`src/rtl/ram_march_tester.sv`:
```
// March BIST initiator for a single-port synchronous RAM: write/verify a
// per-address pattern ascending, then its inverse descending, and log the first mismatch.
module ram_march_tester #(
  parameter int                ADDR_W  = 5,
  parameter int                DATA_W  = 32,
  parameter logic [DATA_W-1:0] PATTERN = DATA_W'(32'hA5A5_5A5A),
  parameter int                CNT_W   = ADDR_W + 2
) (
  input  logic              clk,
  input  logic              rst,
  input  logic              start,
  output logic              busy,
  output logic              done,
  output logic              fail,
  output logic [ADDR_W-1:0] fail_addr,
  output logic [DATA_W-1:0] fail_exp,
  output logic [DATA_W-1:0] fail_got,
  output logic [CNT_W-1:0]  err_count,
  output logic              mem_ena,
  output logic              mem_wena,
  output logic [ADDR_W-1:0] mem_addr,
  output logic [DATA_W-1:0] mem_wdata,
  input  logic [DATA_W-1:0] mem_rdata
);

  typedef enum logic [2:0] {
    IDLE, WR_P, RD_P_A, RD_P_C, WR_N, RD_N_A, RD_N_C, DONE
  } state_t;

  localparam logic [ADDR_W-1:0] ADDR_MAX = '1;
  localparam logic [CNT_W-1:0]  CNT_MAX  = '1;

  state_t state;

  function automatic logic [DATA_W-1:0] word_at(input logic [ADDR_W-1:0] a);
    return PATTERN ^ DATA_W'(a);
  endfunction

  // mem_addr doubles as the march address counter; it is 0 outside the march.
  logic [ADDR_W-1:0] addr_inc;
  logic [ADDR_W-1:0] addr_dec;
  logic [DATA_W-1:0] exp_word;
  logic              mismatch;

  assign addr_inc = mem_addr + ADDR_W'(1);
  assign addr_dec = mem_addr - ADDR_W'(1);
  assign exp_word = (state == RD_N_C) ? ~word_at(mem_addr) : word_at(mem_addr);
  assign mismatch = ((state == RD_P_C) || (state == RD_N_C)) && (mem_rdata != exp_word);

  // NOTE: all state and outputs update with non-blocking assignments in one
  // clocked block, so every output is a register and no ordering races exist.
  always_ff @(posedge clk) begin
    if (rst) begin
      state     <= IDLE;
      busy      <= 1'b0;
      done      <= 1'b0;
      fail      <= 1'b0;
      fail_addr <= '0;
      fail_exp  <= '0;
      fail_got  <= '0;
      err_count <= '0;
      mem_ena   <= 1'b0;
      mem_wena  <= 1'b0;
      mem_addr  <= '0;
      mem_wdata <= '0;
    end else begin
      if (mismatch) begin
        if (err_count != CNT_MAX) err_count <= err_count + CNT_W'(1);
        if (!fail) begin
          fail      <= 1'b1;
          fail_addr <= mem_addr;
          fail_exp  <= exp_word;
          fail_got  <= mem_rdata;
        end
      end

      case (state)
        IDLE, DONE: begin
          if (start) begin
            state     <= WR_P;
            busy      <= 1'b1;
            done      <= 1'b0;
            fail      <= 1'b0;
            fail_addr <= '0;
            fail_exp  <= '0;
            fail_got  <= '0;
            err_count <= '0;
            mem_ena   <= 1'b1;
            mem_wena  <= 1'b1;
            mem_addr  <= '0;
            mem_wdata <= word_at('0);
          end
        end

        WR_P: begin
          if (mem_addr == ADDR_MAX) begin
            state     <= RD_P_A;
            mem_wena  <= 1'b0;
            mem_addr  <= '0;
            mem_wdata <= '0;
          end else begin
            mem_addr  <= addr_inc;
            mem_wdata <= word_at(addr_inc);
          end
        end

        RD_P_A: state <= RD_P_C;

        // Compare happens at this state's closing edge; address is held so a
        // registered-read RAM has its data ready by now.
        RD_P_C: begin
          if (mem_addr == ADDR_MAX) begin
            state     <= WR_N;
            mem_wena  <= 1'b1;
            mem_addr  <= ADDR_MAX;
            mem_wdata <= ~word_at(ADDR_MAX);
          end else begin
            state    <= RD_P_A;
            mem_addr <= addr_inc;
          end
        end

        WR_N: begin
          if (mem_addr == '0) begin
            state     <= RD_N_A;
            mem_wena  <= 1'b0;
            mem_addr  <= ADDR_MAX;
            mem_wdata <= '0;
          end else begin
            mem_addr  <= addr_dec;
            mem_wdata <= ~word_at(addr_dec);
          end
        end

        RD_N_A: state <= RD_N_C;

        RD_N_C: begin
          if (mem_addr == '0) begin
            state    <= DONE;
            busy     <= 1'b0;
            done     <= 1'b1;
            mem_ena  <= 1'b0;
            mem_addr <= '0;
          end else begin
            state    <= RD_N_A;
            mem_addr <= addr_dec;
          end
        end

        default: begin
          state    <= IDLE;
          busy     <= 1'b0;
          mem_ena  <= 1'b0;
          mem_wena <= 1'b0;
          mem_addr <= '0;
        end
      endcase
    end
  end

endmodule

```
`config.mk`:
```
export PLATFORM = sky130hd
export DESIGN_NAME = ram_march_tester
export DESIGN_NICKNAME = d
export VERILOG_FILES = /design/src/rtl/ram_march_tester.sv
export SDC_FILE = /design/constraint.sdc
export NUM_CORES = 1
export LEC_CHECK = 0
export BUFFER_PORTS_ARGS = -buffer_cell sky130_fd_sc_hd__buf_2
export CAP_MARGIN = 30
export CORE_MARGIN = 2
export CORE_UTILIZATION = 56
export CTS_BUF_LIST = sky130_fd_sc_hd__clkbuf_4 sky130_fd_sc_hd__clkbuf_8
export DETAILED_ROUTE_END_ITERATION = 10
export PLACE_DENSITY = 0.87
export SYNTH_ARGS = -nofsm -noshare
export SYNTH_HDL_FRONTEND = slang
export SYNTH_SLANG_ARGS = --single-unit
```
`constraint.sdc`:
```
create_clock -name clk -period 3.5 [get_ports clk]
set_clock_uncertainty 0.05 [all_clocks]
set_input_delay 0.35 -clock clk [delete_from_list [all_inputs] [get_ports clk]]
set_output_delay 0.35 -clock clk [all_outputs]
set_load 0.01 [all_outputs]
```
==> results of run 1 <==
[power by group through the flow]
stage | clock [mW] | combinational (mW) | sequential (mW)
after floorplan | 0 | 0.129 | 1.13
after global placement | 0 | 0.169 | 1.13
after detailed placement | 0 | 0.172 | 1.13
after CTS | 0.775 | 0.173 | 1.11
after global routing | 0.828 | 0.188 | 1.11
final | 0.771 | 0.174 | 1.11
[synthesized netlist by cell type, drive strengths merged, types with 2 or more instances]
| cell | count |
|---|---|
| a32oi | 2 |
| or2 | 2 |
| xnor2 | 10 |
| nor2 | 28 |
| a41o | 2 |
| and4b | 2 |
| nand4b | 3 |
| xor2 | 4 |
| clkbuf | 19 |
| nor4b | 4 |
| nand4 | 6 |
| o21ai | 55 |
| dfxtp | 95 |
| o211ai | 2 |
| ha | 6 |
| a31o | 14 |
| or4 | 3 |
| nand2b | 4 |
| nor2b | 6 |
| inv | 8 |
| buf | 53 |
| a211oi | 2 |
| o21a | 15 |
| and3 | 4 |
| nor4 | 3 |
| o211a | 2 |
| o31ai | 5 |
| o221a | 4 |
| a31oi | 6 |
| nand2 | 16 |
| mux2i | 2 |
| a21oi | 62 |
| or4b | 2 |
| nand3 | 46 |
| nand3b | 2 |
| and2 | 3 |
| nor3 | 5 |
[metrics by stage]
step / area, µm² / worst slack, ns / hold slack [ns] / cells
after floorplan: 4590 / 1.13 / 0.435 / 518
after global placement: 5080 / 0.657 / 0.393 / 712
after detailed placement: 5080 / 0.547 / 0.401 / 712
after CTS: 5300 / 0.526 / 0.185 / 728
after global routing: 5300 / 0.323 / 0.184 / 728
final: 5300 / 0.495 / 0.194 / 728
[worst min path at each step]
stage                              end  depth (start not counted)
final                     fail_got[11]                          3
after global routing       fail_got[9]                          3
after CTS                 fail_got[11]                          3
after detailed placement  fail_exp[21]                          1
after global placement    fail_exp[18]                          1
after floorplan           err_count[6]                          2
[tightest hold or removal path, stage by stage]
cell and delay, ns:
sky130_fd_sc_hd__buf_2 0.11, sky130_fd_sc_hd__nand3_1 0.06, sky130_fd_sc_hd__a21oi_1 0.05
[routing by layer]
metal,GRT usage,up-vias
met4,0.0737,0
met2,0.422,193
met1,0.339,1951
li1,-,2051
met3,0.0527,18
met5,0,-
[final cells by class]
type	count	area share
Tap cell	105	0.0248
Sequential cell	95	0.359
Inverter	8	0.00567
Timing Repair Buffer	161	0.156
Clock inverter	6	0.0142
Multi-Input combinational cell	343	0.414
Clock buffer	10	0.0260
[cell families (layout without fill, tap and decap cells)]
kind of cell / count (synthesis) / in the layout
xor gates and xnor gates: 14 / 14
adders and majority gates: 6 / 6
muxes: 3 / 3
buffers and inverters: 80 / 185
DFF: 95 / 95
and+or+nand+nor: 143 / 143
AOI/OAI and AO/OA: 177 / 177
[sequential cells by signal, indices dropped and copies added (netlist names)]
register   cells
fail_exp      32
fail_got      32
err_count      7
mem_wdata      7
fail_addr      5
mem_addr       5
state          3
done           1
fail           1
mem_ena        1
mem_wena       1
[layout by cell type, fill, tap and decap left out, drive strengths merged, types with 10 or more instances in the layout]
cell type  count
inv           11
dfxtp         95
nand3         46
o21a          15
nor2          28
nand2         16
xnor2         10
clkbuf        10
o21ai         55
buf          161
a31o          14
a21oi         62
==> flow_summary_export.csv, run 1 <==
group,metric,value,unit
run_status,status,"finished, final reports clean",
floorplan,design.core.area,8090,µm²
min_path,worst_hold_path_type,"primary input to flop",
sta,timing.max_slew.rel_slack,0.512,
sta,max_clock_freq,333,MHz
detailed_routing,routed_wire_length_per_instance,16.0,µm
pwr,clock_power_share,0.376,
pwr,share_seq_of_total_power,0.539,
detailed_routing,routed-wl-met2,5.58,mm
synthesis,synthMuxAreaShare,0.00954,
finish,area_growth_syn_to_layout,15.4,%
setup_path,required,3.75,ns
pwr,power_density,387,nW/µm²
setup_path,startpoint_to_endpoint_class_of_the_critical_path,"flop to flop",
cts,postCtsSetupBuffers,0,
synthesis,syn-instance-count,518,
global_route,grt_first_pass_wirelength,18.3,mm
pwr,power.share.switching,0.259,
synthesis,dominant_combinational_cell_family_by_area_after_synthesis,"compound AO/OA/AOI/OAI gates",
finish,fillerInstances,690,
finish,multi_input_area,2190,µm²
flow_run,cap_viol_max_count,0,
global_route,via_count_of_the_first_global_routing_pass,3815,
synthesis,top_post_synthesis_cells_by_area,"sky130_fd_sc_hd__dfxtp_1 (41%), sky130_fd_sc_hd__a21oi_1 (6.0%), sky130_fd_sc_hd__nand3_1 (5.0%), sky130_fd_sc_hd__buf_4 (4.6%), sky130_fd_sc_hd__o21ai_1 (3.3%)",
pwr,switchingPower,531,µW
detailed_routing,detail_route.wirelength.met1,4.98,mm
setup_path,worstSetupStartpointType,"flop",
sta,setup_violations,0,
setup_path,rr_startpoint,"state[0]",
synthesis,postSynthNetCount,559,
pwr,finalPower,2.05,mW
setup_path,worst_r2r_path_depth,7,
detailed_routing,postRouteAntennaNets,0,
finish,post-route-util,0.654,
synthesis,synthFlopType,"sky130_fd_sc_hd__dfxtp_1",
setup_path,timing.critical_path.cells,"and3b_4 -> or4_4 -> mux2i_4 -> o211a_4 -> buf_4 -> o21ai_0 -> a21oi_1",
setup_path,r2r_setup_slack,0.49,ns
sta,hold_viol_final,0,
setup_path,cpLargestDelayFamily,"simple AND/OR/NAND/NOR gates",
sta,number_of_slew_limit_violations_in_the_final_report,0,
pwr,vdd_drop_max,0.238,mV
cts,clk_pin_slew,0.10,ns
synthesis,cell_type_with_the_highest_aggregate_area_in_the_netlist,"sky130_fd_sc_hd__dfxtp_1",
synthesis,ys.warnings.count,0,
setup_path,slowest_delay,0.74,ns
synthesis,syn_avg_cell_area,8.86,µm²
placement,place.detailed.hpwl,8.16,mm
cts,clkLatencyLatePin,0.36,ns
cts,cts_made_buffers,9,
sta,finalCritPeriodShare,0.859,
setup_path,crit_path_end,"fail_got[13]",
placement,final_estimated_routing_congestion_in_global_placement,0.854,
pwr,power.static_leakage,2.28,nW
cts,tritoncts_num_sinks,95,
detailed_routing,routed_via_density,5.79,
floorplan,fp.dieArea,8940,µm²
synthesis,synth_xor_xnor_area_share,0.0267,
detailed_routing,dr.pass1.iters,4,
floorplan,die-height,94.5,µm
finish,final_layout_size_suffix_gt1_frac,0.340,
synthesis,share_of_flip_flops_with_an_asynchronous_set_or_reset,0,
synthesis,synth_enable_flop_cells,0,
finish,ff_latch_area,1900,µm²
detailed_routing,topRoutingLayerUsed,"met4",
setup_path,worstReg2RegEnd,"fail_got[13]",
finish,total_nets_final,659,
setup_path,worst-path-buf-inv,1,
synthesis,synth.distinct_cells,65,
sta,period_minus_slack,3.01,ns
synthesis,simple_gate_share_of_the_synthesized_area,0.172,
synthesis,ys_seq_area_frac,0.414,
floorplan,initial_core_util,0.567,
detailed_routing,overall_routed_net_length,11.6,mm
cts,cts_root_buf,"sky130_fd_sc_hd__clkbuf_8",
synthesis,synth_top_cell_area_share,0.414,
setup_path,critical_path.endpoint_type,"flop",
floorplan,top_level_ports,153,
floorplan,dieWidth,94.5,µm
setup_path,cp_num_cells,7,
pwr,share_comb_of_total_power,0.085,
synthesis,complex_gate_fraction_of_the_synthesized_area,0.249,
sta,grt_setup_unrepaired,"no",
cts,cts.htree.levels,3,
finish,antennaDiodeCount,0,
pwr,internal_power,1.52,mW
detailed_routing,remaining_drc_errors,0,
setup_path,critical_path_arrival,3.25,ns
cts,cts_tree,"yes",
setup_path,cpMaxStageDelayCell,"sky130_fd_sc_hd__dfxtp_1",
floorplan,std_cell_rows,33,
cts,cts_repair_resize_count,0,
synthesis,post_synth_instance_area,4590,µm²
setup_path,timing.critical_path.fanout_max,27,
cts,hold_fix_buffers_at_cts,0,
setup_path,timing.critical_path.from,"state[0]",
global_route,largest_net_degree_at_the_start_of_global_routing,44,
synthesis,postSynthRegisterBits,95,
sta,final.setup.tns,0,ns
sta,tightestPinTransition,0.727,ns
global_route,antenna_found_initial,0,
cts,cts_buffer_depth,2,
detailed_routing,total_via_count_in_the_routed_design,4213,
detailed_routing,drt-initial-drc-count,220,
synthesis,post_synth_fa_ha_maj_area_fraction,0.0164,
global_route,globalRoute.totalOverflow,0,
detailed_routing,dr_wl_met3,916,µm
placement,port_buffers,152,
min_path,hp-start,"mem_rdata[11]",
global_route,globalRouteTotalUtil,0.255,
Power figures use the tool's default switching activity.
==> inputs of run 2 (changes only) <==
--- a/config.mk
+++ b/config.mk
@@ -10,6 +10,7 @@
 export CORE_MARGIN = 2
 export CORE_UTILIZATION = 56
 export CTS_BUF_LIST = sky130_fd_sc_hd__clkbuf_4 sky130_fd_sc_hd__clkbuf_8
+export CTS_CLUSTER_DIAMETER = 200
 export DETAILED_ROUTE_END_ITERATION = 10
 export PLACE_DENSITY = 0.87
 export SYNTH_ARGS = -nofsm -noshare
==> constraint.sdc (replaced) <==
create_clock -name clk -period 3.5 [get_ports clk]
set_clock_uncertainty 0.05 [all_clocks]
set_input_delay 0.7 -clock clk [delete_from_list [all_inputs] [get_ports clk]]
set_output_delay 0.7 -clock clk [all_outputs]
set_load 0.01 [all_outputs]
==> run 2 against run 1 <==
  * Clock power is 1% lower
  * First-iteration DRC count is 20% higher
  * Final cell count is 0.27% higher
  * Non-clock buffer count is 2 higher
  * Hold slack better by 0.22 ns
  * Count of clock-buffer cells in the layout is 1 higher
  * Sequential share of layout area is 0.076 points lower
  * Sequential cell count stayed put
  * Combinational power hardly changed
  * Highest routed layer unchanged
  * Utilization is 0.14 points higher
  * Wire length is 0.34% higher
  * Total power is 0.53% lower
  * Largest cell class unchanged
==> flow_summary_export.csv, run 2 (same netlist as run 1, synthesis figures left out) <==
group,metric,value,unit
run_status,status,"finished, final reports clean",
setup_path,critical_path.endpoint_type,"flop",
cts,clk_pin_slew,0.09,ns
cts,cts_root_buf,"sky130_fd_sc_hd__clkbuf_8",
min_path,worst_hold_path_type,"flop to flop",
finish,post-route-util,0.656,
global_route,largest_net_degree_at_the_start_of_global_routing,50,
sta,timing.max_slew.rel_slack,0.457,
floorplan,std_cell_rows,33,
finish,multi_input_area,2190,µm²
placement,port_buffers,152,
finish,ff_latch_area,1900,µm²
placement,final_estimated_routing_congestion_in_global_placement,0.890,
floorplan,dieWidth,94.5,µm
floorplan,die-height,94.5,µm
setup_path,required,3.75,ns
cts,clkLatencyLatePin,0.36,ns
sta,hold_viol_final,0,
setup_path,worstSetupStartpointType,"flop",
cts,hold_fix_buffers_at_cts,0,
cts,cts_repair_resize_count,0,
pwr,power.static_leakage,2.29,nW
finish,area_growth_syn_to_layout,15.6,%
pwr,finalPower,2.04,mW
setup_path,timing.critical_path.fanout_max,23,
setup_path,critical_path_arrival,3.28,ns
floorplan,design.core.area,8090,µm²
detailed_routing,routed_via_density,5.83,
cts,tritoncts_num_sinks,95,
sta,finalCritPeriodShare,0.864,
global_route,globalRouteTotalUtil,0.254,
floorplan,fp.dieArea,8940,µm²
finish,total_nets_final,661,
finish,layout.cells.most_common_list,"sky130_fd_sc_hd__buf_2 (152), sky130_fd_sc_hd__dfxtp_1 (95), sky130_fd_sc_hd__a21oi_1 (55)",
sta,max_clock_freq,331,MHz
placement,place.detailed.hpwl,8.31,mm
finish,final_layout_size_suffix_gt1_frac,0.342,
cts,cts_made_buffers,9,
finish,antennaDiodeCount,0,
finish,fillerInstances,712,
global_route,grt_first_pass_wirelength,18.1,mm
sta,setup_violations,0,
sta,tightestPinTransition,0.807,ns
cts,cts_tree,"yes",
finish,top_regs,"fail_exp x32, fail_got x32",
pwr,power_density,385,nW/µm²
finish,layout_commonest_cell,"sky130_fd_sc_hd__buf_2",
sta,period_minus_slack,3.03,ns
detailed_routing,postRouteAntennaNets,0,
global_route,globalRoute.totalOverflow,0,
detailed_routing,remaining_drc_errors,0,
setup_path,r2r_setup_slack,0.47,ns
cts,cts.htree.levels,3,
setup_path,startpoint_to_endpoint_class_of_the_critical_path,"flop to flop",
floorplan,top_level_ports,153,
sta,final.setup.tns,0,ns
detailed_routing,routed_wire_length_per_instance,16.0,µm
detailed_routing,dr.pass1.iters,4,
global_route,antenna_found_initial,0,
flow_run,cap_viol_max_count,0,
cts,postCtsSetupBuffers,0,
detailed_routing,overall_routed_net_length,11.7,mm
floorplan,initial_core_util,0.567,
sta,grt_setup_unrepaired,"no",
pwr,vdd_drop_max,0.287,mV
cts,cts_buffer_depth,2,
global_route,via_count_of_the_first_global_routing_pass,3701,
detailed_routing,total_via_count_in_the_routed_design,4255,
sta,number_of_slew_limit_violations_in_the_final_report,0,
detailed_routing,drt-initial-drc-count,264,
## run 2: path summary, 6_finish.rpt
| kind | startpoint | to | depth (start not counted) |
|---|---|---|---|
| worst max-delay path | state[0] | fail_exp[8] | 5 |
| worst min-delay path | fail_exp[23] | fail_exp[23] | 1 |
| worst max register to register | state[0] | fail_exp[8] | 5 |
| worst min register to register | fail_exp[23] | fail_exp[23] | 1 |
## run 2: cell type report
class                           count  share of cell area
Timing Repair Buffer              163               0.159
Clock inverter                      5              0.0120
Multi-Input combinational cell    343               0.413
Sequential cell                    95               0.358
Inverter                            8             0.00566
Tap cell                          105              0.0248
Clock buffer                       11              0.0273
## run 2: critical path, cell delays in order, from the launching register on
cell and delay (ns):
sky130_fd_sc_hd__dfxtp_1 0.76, sky130_fd_sc_hd__and3b_4 0.37, sky130_fd_sc_hd__nor4_1 0.74, sky130_fd_sc_hd__o211ai_4 0.34
sky130_fd_sc_hd__nand2_1 0.48, sky130_fd_sc_hd__a31o_2 0.23
## run 2: where the power goes
group          switching (mW)  total (mW)  internal (mW)
combinational           0.103       0.174         0.0708
clock                   0.395       0.760          0.365
sequential             0.0172        1.11           1.09
total                   0.516        2.04           1.53
## run 2: per-stage QoR
| step | hold slack (ns) | setup slack (ns) | instances | instance area (µm²) |
|---|---|---|---|---|
| floorplan | 0.435 | 0.953 | 518 | 4590 |
| global placement | 0.393 | 0.527 | 714 | 5100 |
| detailed placement | 0.400 | 0.422 | 714 | 5100 |
| CTS | 0.423 | 0.507 | 730 | 5310 |
| global route | 0.427 | 0.242 | 730 | 5310 |
| finish | 0.418 | 0.474 | 730 | 5310 |
## run 2: layer usage
layer  GRT usage  share of wire
met1       0.326           0.42
met2       0.426           0.49
met3      0.0599          0.079
met4      0.0797          0.013
met5           0              0
==> inputs of run 3 (changes only) <==
--- a/config.mk
+++ b/config.mk
@@ -8,11 +8,11 @@
 export BUFFER_PORTS_ARGS = -buffer_cell sky130_fd_sc_hd__buf_2
 export CAP_MARGIN = 30
 export CORE_MARGIN = 2
-export CORE_UTILIZATION = 56
+export CORE_UTILIZATION = 51
 export CTS_BUF_LIST = sky130_fd_sc_hd__clkbuf_4 sky130_fd_sc_hd__clkbuf_8
 export CTS_CLUSTER_DIAMETER = 200
 export DETAILED_ROUTE_END_ITERATION = 10
-export PLACE_DENSITY = 0.87
+export PLACE_DENSITY = 0.81
 export SYNTH_ARGS = -nofsm -noshare
 export SYNTH_HDL_FRONTEND = slang
 export SYNTH_SLANG_ARGS = --single-unit
==> run 3 against run 2 <==
  * Combinational power up 6%
  * Hold slack got worse by 0.0014 ns
  * Sequential cell count unchanged
  * Final cell count up 0.68%
  * Largest power group unchanged
  * Critical path depth unchanged
==> flow_summary_export.csv, run 3 (same netlist as run 1, synthesis figures left out) <==
group,metric,value,unit
min_path,worst_hold_path_type,"flop to flop",
run_status,status,"finished, final reports clean",
sta,grt_setup_unrepaired,"no",
placement,port_buffers,152,
sta,period_minus_slack,2.99,ns
placement,placed_cell_area,5120,µm²
cts,tritoncts_num_sinks,95,
pwr,vdd_drop_max,0.202,mV
cts,cts_repair_resize_count,0,
detailed_routing,routed_via_density,5.77,
pwr,share_comb_of_total_power,0.093,
pwr,power.static_leakage,2.29,nW
global_route,largest_net_degree_at_the_start_of_global_routing,44,
pwr,internal_power,1.45,mW
finish,fillerInstances,752,
finish,fin_area,5320,µm²
finish,top_regs,"fail_exp x32, fail_got x32",
sta,setup_violations,0,
pwr,power.share.switching,0.268,
sta,final_critical_path_setup_slack,0.509,ns
finish,area_growth_syn_to_layout,15.8,%
sta,max_clock_freq,334,MHz
global_route,via_count_of_the_first_global_routing_pass,3822,
pwr,clock_power_share,0.352,
sta,final.setup.tns,0,ns
placement,final_estimated_routing_congestion_in_global_placement,0.829,
pwr,share_seq_of_total_power,0.555,
flow_run,cap_viol_max_count,0,
cts,cts_root_buf,"sky130_fd_sc_hd__clkbuf_8",
finish,total_nets_final,662,
sta,hold_ws,0.417,ns
setup_path,cp_num_cells,5,
setup_path,worst-path-buf-inv,0,
setup_path,required,3.66,ns
global_route,grt_first_pass_wirelength,18.4,mm
detailed_routing,remaining_drc_errors,0,
detailed_routing,drt-initial-drc-count,267,
finish,number_of_cells_in_the_finished_layout_apart_from_fillers,735,
placement,dp.cells,718,
setup_path,timing.critical_path.cells,"nor2b_1 -> o21ai_1 -> or2_1 -> nor2_1 -> a211oi_1",
setup_path,timing.critical_path.fanout_max,21,
cts,cts_made_buffers,9,
pwr,switchingPower,533,µW
setup_path,critical_path_arrival,3.15,ns
sta,finalCritPeriodShare,0.855,
setup_path,slowest_delay,0.77,ns
floorplan,initial_core_util,0.526,
cts,clk_pin_slew,0.10,ns
pwr,power_density,373,nW/µm²
cts,cts_tree,"yes",
setup_path,cpMaxStageDelayCell,"sky130_fd_sc_hd__nor2_1",
sta,tightestPinTransition,0.975,ns
placement,place.detailed.hpwl,8.28,mm
setup_path,cpLargestDelayFamily,"simple AND/OR/NAND/NOR gates",
finish,layout.cells.most_common_list,"sky130_fd_sc_hd__buf_2 (152), sky130_fd_sc_hd__dfxtp_1 (95), sky130_fd_sc_hd__a21oi_1 (55)",
cts,hold_fix_buffers_at_cts,0,
pwr,finalPower,1.98,mW
floorplan,dieWidth,98.9,µm
setup_path,startpoint_to_endpoint_class_of_the_critical_path,"flop to flop",
sta,hold_viol_final,0,
cts,cts.htree.levels,3,
floorplan,die-height,98.9,µm
floorplan,fp.dieArea,9780,µm²
global_route,antenna_found_initial,0,
sta,timing.max_slew.rel_slack,0.348,
floorplan,top_level_ports,153,
detailed_routing,overall_routed_net_length,11.6,mm
global_route,globalRoute.totalOverflow,0,
cts,postCtsSetupBuffers,0,
detailed_routing,total_via_count_in_the_routed_design,4244,
floorplan,design.core.area,8720,µm²
setup_path,worstSetupStartpointType,"flop",
finish,post-route-util,0.610,
detailed_routing,dr.pass1.iters,5,
setup_path,critical_path.endpoint_type,"flop",
sta,number_of_slew_limit_violations_in_the_final_report,0,
setup_path,worst_r2r_path_depth,5,
global_route,globalRouteTotalUtil,0.233,
floorplan,std_cell_rows,34,
min_path,hold_depth,1,
placement,place_worst_setup_slack,0.431,ns
cts,cts_buffer_depth,2,
detailed_routing,routed_wire_length_per_instance,15.8,µm
finish,final_layout_size_suffix_gt1_frac,0.343,
finish,layout_commonest_cell,"sky130_fd_sc_hd__buf_2",
detailed_routing,postRouteAntennaNets,0,
cts,clkLatencyLatePin,0.37,ns
## run 3: changes by cell type in the layout (fill, tap and decap cells not counted), sizes merged
cell    change
diode       +1
bufinv      -1
clkbuf      -1
clkinv      +2
buf         +1
## run 3: per-layer routing
metal,vias up,part of all wire,GRT usage
met5,-,0,0
met4,0,0.014,0.0811
met3,17,0.075,0.0681
met2,164,0.48,0.374
met1,2010,0.43,0.300
li1,2053,-,-
## run 3: path summary, 6_finish.rpt
kind	from	end	slack (ns)
worst max register to register	state[2]	fail_exp[0]	0.51
worst min register to register	fail_exp[23]	fail_exp[23]	0.42
worst max-delay path	state[2]	fail_exp[0]	0.51
worst min-delay path	fail_exp[23]	fail_exp[23]	0.42
## run 3: cell type report
class                           instances  area, µm²  area share
Antenna cell                            1       2.50    0.000471
Clock inverter                          6       55.1      0.0104
Multi-Input combinational cell        343       2190       0.412
Tap cell                              108        135      0.0254
Timing Repair Buffer                  164        863       0.162
Clock buffer                           10        138      0.0259
Inverter                                8       30.0     0.00565
Sequential cell                        95       1900       0.358
## run 3: power by group through the flow
stage | combinational (mW) | clock, mW | sequential (mW)
after floorplan | 0.129 | 0 | 1.13
after global placement | 0.178 | 0 | 1.13
after detailed placement | 0.182 | 0 | 1.13
after CTS | 0.183 | 0.716 | 1.10
after global routing | 0.199 | 0.759 | 1.10
final | 0.184 | 0.699 | 1.10
